$ cat config.mk
export PLATFORM = sky130hd
export DESIGN_NAME = uart_io_bridge_flat
export DESIGN_NICKNAME = d
export VERILOG_FILES = /design/src/rtl/uart_io_bridge_pkg.sv /design/src/rtl/uart_io_bridge_if.sv /design/src/rtl/uart_io_bridge_tx_seq.sv /design/src/rtl/uart_io_bridge.sv /design/src/flat_wrapper.sv
export SDC_FILE = /design/constraint.sdc
export NUM_CORES = 1
export LEC_CHECK = 0
export BUFFER_PORTS_ARGS = -buffer_cell sky130_fd_sc_hd__buf_4
export CAP_MARGIN = 20
export CORE_MARGIN = 3
export CORE_UTILIZATION = 35
export DETAILED_ROUTE_END_ITERATION = 12
export SETUP_SLACK_MARGIN = 0.05
export SLEW_MARGIN = 20
export SYNTH_ARGS = -nofsm -noshare
export SYNTH_HDL_FRONTEND = slang
export SYNTH_HIERARCHICAL = 1
export SYNTH_SLANG_ARGS = --single-unit
$ cat constraint.sdc
create_clock -name clk -period 2.56 [get_ports clk]
set_input_delay 0.384 -clock clk [delete_from_list [all_inputs] [get_ports clk]]
set_output_delay 0.384 -clock clk [all_outputs]
set_load 0.005 [all_outputs]
$ cat src/rtl/uart_io_bridge_pkg.sv
// ----------------------------------------------------------------------------
// uart_io_bridge_pkg: frame command/response codes and bridge state encoding.
// Rev 1.0
// ----------------------------------------------------------------------------
`default_nettype none

package uart_io_bridge_pkg;

  localparam logic [7:0] C_CMD_WRITE = 8'h57;
  localparam logic [7:0] C_CMD_READ  = 8'h52;
  localparam logic [7:0] C_RSP_ACK   = 8'h06;
  localparam logic [7:0] C_RSP_NAK   = 8'h15;

  typedef enum logic [2:0] {
    ST_IDLE   = 3'd0,
    ST_ADDR   = 3'd1,
    ST_DATA   = 3'd2,
    ST_REQ    = 3'd3,
    ST_ACCESS = 3'd4,
    ST_RDWAIT = 3'd5,
    ST_RESP   = 3'd6
  } state_t;

  function automatic logic is_cmd(input logic [7:0] b);
    return (b == C_CMD_WRITE) || (b == C_CMD_READ);
  endfunction

endpackage

`default_nettype wire

$ cat src/rtl/uart_io_bridge_if.sv
// ----------------------------------------------------------------------------
// uart_io_bridge_if: UART byte handshakes and I/O bus signals of the bridge.
// Rev 1.0
// ----------------------------------------------------------------------------
`default_nettype none

interface uart_io_bridge_if;
  logic        rx_valid;
  logic [7:0]  rx_data;
  logic        rx_rd;
  logic        tx_busy;
  logic        tx_wr;
  logic [7:0]  tx_data;
  logic        bus_req;
  logic        bus_gnt;
  logic        io_wr;
  logic        io_rd;
  logic [31:0] mem_addr;
  logic [31:0] dout;
  logic [31:0] io_din;

  modport master (
    input  rx_valid, rx_data, tx_busy, bus_gnt, io_din,
    output rx_rd, tx_wr, tx_data, bus_req, io_wr, io_rd, mem_addr, dout
  );

  modport slave (
    output rx_valid, rx_data, tx_busy, bus_gnt, io_din,
    input  rx_rd, tx_wr, tx_data, bus_req, io_wr, io_rd, mem_addr, dout
  );
endinterface

`default_nettype wire

$ cat src/rtl/uart_io_bridge_tx_seq.sv
// ----------------------------------------------------------------------------
// bridge_tx_seq: sends 1..4 response bytes MSB-first, paced by tx_busy.
// Rev 1.0
// ----------------------------------------------------------------------------
`default_nettype none

module bridge_tx_seq (
  input  logic        clk,
  input  logic        reset,
  input  logic        start,
  input  logic [2:0]  count,
  input  logic [31:0] word,
  input  logic        tx_busy,
  output logic        tx_wr,
  output logic [7:0]  tx_data,
  output logic        done
);

  logic        active_q, active_d;
  logic [2:0]  rem_q, rem_d;
  logic [31:0] shreg_q, shreg_d;
  logic [1:0]  hist_q, hist_d;

  // hist_q remembers tx_wr of the last two cycles so writes are >= 3 cycles apart
  assign tx_wr   = active_q && !tx_busy && (hist_q == 2'b00) && !reset;
  assign done    = tx_wr && (rem_q == 3'd1);
  assign tx_data = shreg_q[31:24];

  always_comb begin
    active_d = active_q;
    rem_d    = rem_q;
    shreg_d  = shreg_q;
    hist_d   = {hist_q[0], tx_wr};
    if (start && !active_q) begin
      active_d = 1'b1;
      rem_d    = count;
      shreg_d  = word;
    end else if (tx_wr) begin
      shreg_d = {shreg_q[23:0], 8'h00};
      rem_d   = rem_q - 3'd1;
      if (rem_q == 3'd1) begin
        active_d = 1'b0;
      end
    end
  end

  always_ff @(posedge clk) begin
    if (reset) begin
      active_q <= 1'b0;
      rem_q    <= 3'd0;
      shreg_q  <= 32'h0;
      hist_q   <= 2'b00;
    end else begin
      active_q <= active_d;
      rem_q    <= rem_d;
      shreg_q  <= shreg_d;
      hist_q   <= hist_d;
    end
  end

endmodule

`default_nettype wire

$ cat src/rtl/uart_io_bridge.sv
// ----------------------------------------------------------------------------
// uart_io_bridge: decodes UART W/R frames into single I/O bus accesses.
// Rev 1.0
// ----------------------------------------------------------------------------
`default_nettype none

module uart_io_bridge #(
  parameter int TIMEOUT = 25000000,
  parameter int RD_LAT  = 1
) (
  input  logic              clk,
  input  logic              reset,
  uart_io_bridge_if.master  bus
);
  import uart_io_bridge_pkg::*;

  localparam int TW = (TIMEOUT > 1) ? $clog2(TIMEOUT) : 1;
  localparam int LW = (RD_LAT > 1) ? $clog2(RD_LAT) : 1;
  localparam logic [TW-1:0] TMO_LAST = TW'(TIMEOUT - 1);
  localparam logic [LW-1:0] LAT_LAST = LW'(RD_LAT - 1);

  state_t        state_q, state_d;
  logic [1:0]    bcnt_q, bcnt_d;
  logic          is_wr_q, is_wr_d;
  logic [31:0]   addr_q, addr_d;
  logic [31:0]   data_q, data_d;
  logic [TW-1:0] tmo_q, tmo_d;
  logic [LW-1:0] lat_q, lat_d;
  logic          rx_rd_q, rx_rd_d;

  logic          take;
  logic          w_bus_req;
  logic          w_io_wr;
  logic          w_io_rd;
  logic          seq_start;
  logic [2:0]    seq_count;
  logic [31:0]   seq_word;
  logic          seq_done;

  // A byte is taken once; the following rx_rd cycle blocks a second take.
  assign take = bus.rx_valid && !rx_rd_q &&
                ((state_q == ST_IDLE) || (state_q == ST_ADDR) || (state_q == ST_DATA));

  always_comb begin
    state_d   = state_q;
    bcnt_d    = bcnt_q;
    is_wr_d   = is_wr_q;
    addr_d    = addr_q;
    data_d    = data_q;
    tmo_d     = '0;
    lat_d     = lat_q;
    rx_rd_d   = take;
    w_bus_req = 1'b0;
    w_io_wr   = 1'b0;
    w_io_rd   = 1'b0;
    seq_start = 1'b0;
    seq_count = 3'd1;
    seq_word  = {C_RSP_NAK, 24'h0};

    case (state_q)
      ST_IDLE: begin
        if (take) begin
          if (is_cmd(bus.rx_data)) begin
            state_d = ST_ADDR;
            bcnt_d  = 2'd0;
            is_wr_d = (bus.rx_data == C_CMD_WRITE);
          end else begin
            state_d   = ST_RESP;
            seq_start = 1'b1;
          end
        end
      end
      ST_ADDR: begin
        if (take) begin
          addr_d = {addr_q[23:0], bus.rx_data};
          bcnt_d = bcnt_q + 2'd1;
          if (bcnt_q == 2'd3) begin
            state_d = is_wr_q ? ST_DATA : ST_REQ;
          end
        end else if (tmo_q == TMO_LAST) begin
          state_d   = ST_RESP;
          seq_start = 1'b1;
        end else begin
          tmo_d = tmo_q + TW'(1);
        end
      end
      ST_DATA: begin
        if (take) begin
          data_d = {data_q[23:0], bus.rx_data};
          bcnt_d = bcnt_q + 2'd1;
          if (bcnt_q == 2'd3) begin
            state_d = ST_REQ;
          end
        end else if (tmo_q == TMO_LAST) begin
          state_d   = ST_RESP;
          seq_start = 1'b1;
        end else begin
          tmo_d = tmo_q + TW'(1);
        end
      end
      ST_REQ: begin
        w_bus_req = 1'b1;
        if (bus.bus_gnt) begin
          state_d = ST_ACCESS;
        end
      end
      ST_ACCESS: begin
        w_bus_req = 1'b1;
        // A grant lost between REQ and ACCESS sends us back to wait again.
        if (!bus.bus_gnt) begin
          state_d = ST_REQ;
        end else if (is_wr_q) begin
          w_io_wr   = 1'b1;
          state_d   = ST_RESP;
          seq_start = 1'b1;
          seq_word  = {C_RSP_ACK, 24'h0};
        end else begin
          w_io_rd = 1'b1;
          state_d = ST_RDWAIT;
          lat_d   = '0;
        end
      end
      ST_RDWAIT: begin
        w_bus_req = 1'b1;
        if (lat_q == LAT_LAST) begin
          state_d   = ST_RESP;
          seq_start = 1'b1;
          seq_count = 3'd4;
          seq_word  = bus.io_din;
        end else begin
          lat_d = lat_q + LW'(1);
        end
      end
      ST_RESP: begin
        if (seq_done) begin
          state_d = ST_IDLE;
        end
      end
      default: begin
        state_d = ST_IDLE;
      end
    endcase
  end

  always_ff @(posedge clk) begin
    if (reset) begin
      state_q <= ST_IDLE;
      bcnt_q  <= 2'd0;
      is_wr_q <= 1'b0;
      addr_q  <= 32'h0;
      data_q  <= 32'h0;
      tmo_q   <= '0;
      lat_q   <= '0;
      rx_rd_q <= 1'b0;
    end else begin
      state_q <= state_d;
      bcnt_q  <= bcnt_d;
      is_wr_q <= is_wr_d;
      addr_q  <= addr_d;
      data_q  <= data_d;
      tmo_q   <= tmo_d;
      lat_q   <= lat_d;
      rx_rd_q <= rx_rd_d;
    end
  end

  // Strobes are masked while reset is asserted so an aborted frame never leaks one.
  assign bus.rx_rd    = rx_rd_q && !reset;
  assign bus.bus_req  = w_bus_req && !reset;
  assign bus.io_wr    = w_io_wr && !reset;
  assign bus.io_rd    = w_io_rd && !reset;
  assign bus.mem_addr = addr_q;
  assign bus.dout     = data_q;

  bridge_tx_seq u_tx_seq (
    .clk     (clk),
    .reset   (reset),
    .start   (seq_start),
    .count   (seq_count),
    .word    (seq_word),
    .tx_busy (bus.tx_busy),
    .tx_wr   (bus.tx_wr),
    .tx_data (bus.tx_data),
    .done    (seq_done)
  );

endmodule

`default_nettype wire

$ cat src/flat_wrapper.sv
// flat-port wrapper written by rule: the top's interface ports become plain ports
module uart_io_bridge_flat import uart_io_bridge_pkg::*;
#(
  parameter int TIMEOUT = 25000000,
  parameter int RD_LAT  = 1
)
  (clk, reset, bus_rx_valid, bus_rx_data, bus_tx_busy, bus_bus_gnt, bus_io_din, bus_rx_rd, bus_tx_wr, bus_tx_data, bus_bus_req, bus_io_wr, bus_io_rd, bus_mem_addr, bus_dout);
  uart_io_bridge_if bus_i ();
  input  logic clk;
  input  logic reset;
  input wire logic [$bits(bus_i.rx_valid)-1:0] bus_rx_valid;
  input wire logic [$bits(bus_i.rx_data)-1:0] bus_rx_data;
  input wire logic [$bits(bus_i.tx_busy)-1:0] bus_tx_busy;
  input wire logic [$bits(bus_i.bus_gnt)-1:0] bus_bus_gnt;
  input wire logic [$bits(bus_i.io_din)-1:0] bus_io_din;
  output wire logic [$bits(bus_i.rx_rd)-1:0] bus_rx_rd;
  output wire logic [$bits(bus_i.tx_wr)-1:0] bus_tx_wr;
  output wire logic [$bits(bus_i.tx_data)-1:0] bus_tx_data;
  output wire logic [$bits(bus_i.bus_req)-1:0] bus_bus_req;
  output wire logic [$bits(bus_i.io_wr)-1:0] bus_io_wr;
  output wire logic [$bits(bus_i.io_rd)-1:0] bus_io_rd;
  output wire logic [$bits(bus_i.mem_addr)-1:0] bus_mem_addr;
  output wire logic [$bits(bus_i.dout)-1:0] bus_dout;
  assign bus_i.rx_valid = bus_rx_valid;
  assign bus_i.rx_data = bus_rx_data;
  assign bus_i.tx_busy = bus_tx_busy;
  assign bus_i.bus_gnt = bus_bus_gnt;
  assign bus_i.io_din = bus_io_din;
  assign bus_rx_rd = bus_i.rx_rd;
  assign bus_tx_wr = bus_i.tx_wr;
  assign bus_tx_data = bus_i.tx_data;
  assign bus_bus_req = bus_i.bus_req;
  assign bus_io_wr = bus_i.io_wr;
  assign bus_io_rd = bus_i.io_rd;
  assign bus_mem_addr = bus_i.mem_addr;
  assign bus_dout = bus_i.dout;
  uart_io_bridge #(.TIMEOUT(TIMEOUT), .RD_LAT(RD_LAT)) u_core (.clk(clk), .reset(reset), .bus(bus_i));
endmodule
==> results_dict.tcl <==
set metrics [dict create \
    core_sq_mm 0.0166 \
    fmax_ghz 0.419 \
    layout_setup_ws_ns 0.175 \
    min_period_ns 2.38 \
    rsz0062_at_grt "false" \
    dp_hpwl_mm 10.3 \
    synth_top_area_share_pct 44.8 \
    yosys-top-cells-count "nand2_1 (154), dfxtp_1 (134), nor2_1 (84)" \
    crit_start "u_core/tmo_q[10]$_SDFF_PP0_" \
    p_clk_share_pct 37.6 \
    cp_cell_sequence "nor4b_4, nand4b_1, nor4_4, nand2_1, nand2_2, nor2b_4, clkbuf_16, buf_4, nor4_4, a311o_1" \
    cts_tree "done" \
    clkSinkCount 134 \
    die_h_microns 137 \
    worst_path_largest_cell_delay_ns 0.34 \
    nets 914 \
    synth_area_leaders "dfxtp_1 (45%), nand2_1 (9.6%), a21oi_1 (6.4%)" \
    arrival_ns 2.69 \
    antenna_left 0 \
    yosysWarnings 6 \
    skew_ns 0.00911 \
    leakagePower_nw 3.15 \
    postRouteWirelength_mm 16.2 \
    hold_viol 0 \
    pwr-share-seq_pct 35.0 \
    drive_gt1_share_pct 24.6 \
    ys_ff_latch 134 \
    path_depth 10 \
    path_delay_family "simple AND/OR/NAND/NOR gates" \
    setup_tns_ns 0 \
    ir_worst_vdd_uv 568 \
    synth-main-ff-cell "dfxtp_1" \
    wl_per_cell_microns 14.7 \
    antenna_cells 0 \
    synthArstFlopShare_pct 0 \
    drcViolationCount 0 \
    period_share_pct 93.2 \
    rrSetupSlack_ns 0.18 \
    r2r_cells 10 \
    synth_cell_types 58 \
    switchingPower_mw 2.20 \
    cts_hold_buf 0 \
    grt_use_total_pct 16.7 \
    synth_cells 756 \
    synth_edf_count 0 \
    rows 47 \
    crit_top_cell "nor4_4" \
    grt_pass1_wl_mm 25.0 \
    drt-initial-drc-count 354 \
    grt_pass1_vias 4857 \
    syn_nets 805 \
    cp_max_fo 6 \
    status "completed" \
    area_growth_pct 33.3 \
    clockBufferDepth 2 \
    port_buffers 121 \
    pwr-share-comb_pct 27.4 \
    r2r-end "u_core/u_tx_seq/rem_q[1]$_SDFFE_PP0P_" \
    clk_pin_slew_ns 0.06 \
    internal-power_mw 5.00 \
    viasPerCell 4.99 \
    cts-root-buf "clkbuf_16" \
    grt_start_max_net_pins 106 \
    hold_class "input port to flip-flop" \
    die_area_sq_mm 0.0187 \
    die_x_microns 137 \
    vias 5475 \
    gr-total-overflow 0 \
    yosysMostFrequentCell "nand2_1" \
    crit_slowest_cell "dfxtp_2" \
    cp_data_required_time_ns 2.86 \
    setup_violations 0 \
    path_buf_inv 2 \
    cts_buffers 17 \
    start_kind "flip-flop" \
    io_pins 122 \
    cp-end-kind "flip-flop" \
    p_sw_share_pct 30.5 \
    gp_congestion 0.850 \
    finalMaxSlewViolations 0 \
    maxCapViolCount 0 \
    htree_levels 4 \
    rr_startpoint "u_core/tmo_q[10]$_SDFF_PP0_" \
    pre_cts_ws_ns 0.0123 \
    powerDensity_mw_per_mm2 902 \
    synth_area_sq_mm 0.00599 \
    crit_end "u_core/u_tx_seq/rem_q[1]$_SDFFE_PP0P_" \
    ys_seq_area_share_pct 44.8 \
    clock_latency_ns 0.42 \
    critPathKind "flip-flop to flip-flop" \
    synth_top_cell_by_area "dfxtp_1" \
    dr.pass1.iters 5 \
    start_util_pct 36.0 \
    syn_area_per_cell_sq_um 7.92 \
    antenna_found_initial 0 \
]
-- state kept, by name, summed over array words and instances, names as in the netlist, 2 cells and up --
| signal | count |
|---|---|
| u_core/bcnt_q | 2 |
| u_core/bus.dout | 32 |
| u_core/bus.mem_addr | 32 |
| u_core/state_q | 3 |
| u_core/tmo_q | 25 |
| u_core/u_tx_seq/hist_q | 2 |
| u_core/u_tx_seq/rem_q | 3 |
| u_core/u_tx_seq/shreg_q | 32 |
-- power groups by stage --
stage          clock [mW]  combinational [mW]  sequential (mW)
2_1_floorplan           0                1.22             2.49
3_3_place_gp            0                1.68             2.56
3_5_place_dp            0                1.69             2.56
4_1_cts              2.77                1.70             2.51
5_1_grt              2.86                2.19             2.55
6_report             2.71                1.98             2.52
-- worst min path at each step --
stage / from / endpoint / slack [ns] / cells past startpoint
after CTS: bus_rx_data[1] / u_core/bus.dout[1]$_SDFFE_PP0P_ / 0.21 / 3
after global routing: bus_rx_data[5] / u_core/bus.dout[5]$_SDFFE_PP0P_ / 0.22 / 3
after floorplan: u_core/tmo_q[0]$_SDFF_PP0_ / u_core/tmo_q[0]$_SDFF_PP0_ / 0.42 / 1
after global placement: u_core/tmo_q[0]$_SDFF_PP0_ / u_core/tmo_q[0]$_SDFF_PP0_ / 0.43 / 1
final: bus_rx_data[5] / u_core/bus.dout[5]$_SDFFE_PP0P_ / 0.23 / 3
after detailed placement: u_core/tmo_q[0]$_SDFF_PP0_ / u_core/tmo_q[0]$_SDFF_PP0_ / 0.44 / 1
-- area by class of cell --
cell class	instances	area, sq um
clock buffers	21	460
clock inverters	11	196
fillers	1660	8660
inverters	15	56.3
multi-input cells	542	3060
flip-flops and latches	134	2690
well taps	220	275
repair buffers	155	1250
-- metrics by stage --
step                hold slack [ns]  utilization (%)  area, sq um  instances  power (mW)
floorplan                     0.417                -         5990        756        3.71
global placement              0.435             42.6         7090       1057        4.23
detailed placement            0.444             42.6         7090       1057        4.25
CTS                           0.209             46.6         7750       1089        6.98
global route                  0.216             48.0         7980       1098        7.60
finish                        0.227             48.0         7980       1098        7.20
-- tightest hold or removal path, delay by kind of cell --
kind,cells,cell delay (ns)
buffers and inverters,1,0.12
AOI/OAI and AO/OA,1,0.05
and+or+nand+nor,1,0.05
-- timing repair --
| action | CTS | global route |
|---|---|---|
| setup buffers | 0 | 6 |
| pin swaps | 0 | 8 |
| endpoints found under the setup margin | 6 | 23 |
| cloned | 0 | 3 |
| gates resized for setup | 2 | 33 |
-- cell families after synthesis --
| group | synth area share [%] |
|---|---|
| and+or+nand+nor | 29.1 |
| AOI/OAI and AO/OA | 14.7 |
| DFF | 44.8 |
| buffers and inverters | 6.20 |
| xor gates and xnor gates | 3.51 |
| muxes | 0.835 |
| adders and majority gates | 0.835 |
| other | 0.0626 |
-- cell usage in the layout (no fill, tap or decap), types with 5 or more instances in the layout --
cell and count:
mux2i_1 5, clkbuf_16 19, xnor2_1 16, xor2_1 8, and3_1 33, bufinv_16 5, nand3_1 14, nor2b_1 9
a211oi_1 10, nand2b_1 5, a21oi_1 77, a2111oi_2 9, o211ai_1 9, buf_4 147, o21ai_0 14, a2111oi_0 7
nand2_1 153, dfxtp_1 130, inv_1 15, nor2_1 84, nor3_1 31
-- per-layer routing --
layer	up-vias	global-route usage, %	wire length [microns]
li1	2795	-	-
met1	2554	23.9	7740
met2	116	24.6	7420
met3	10	3.97	826
met4	0	5.82	179
met5	-	0	0
Note: power is estimated with default switching activity, not from simulation.
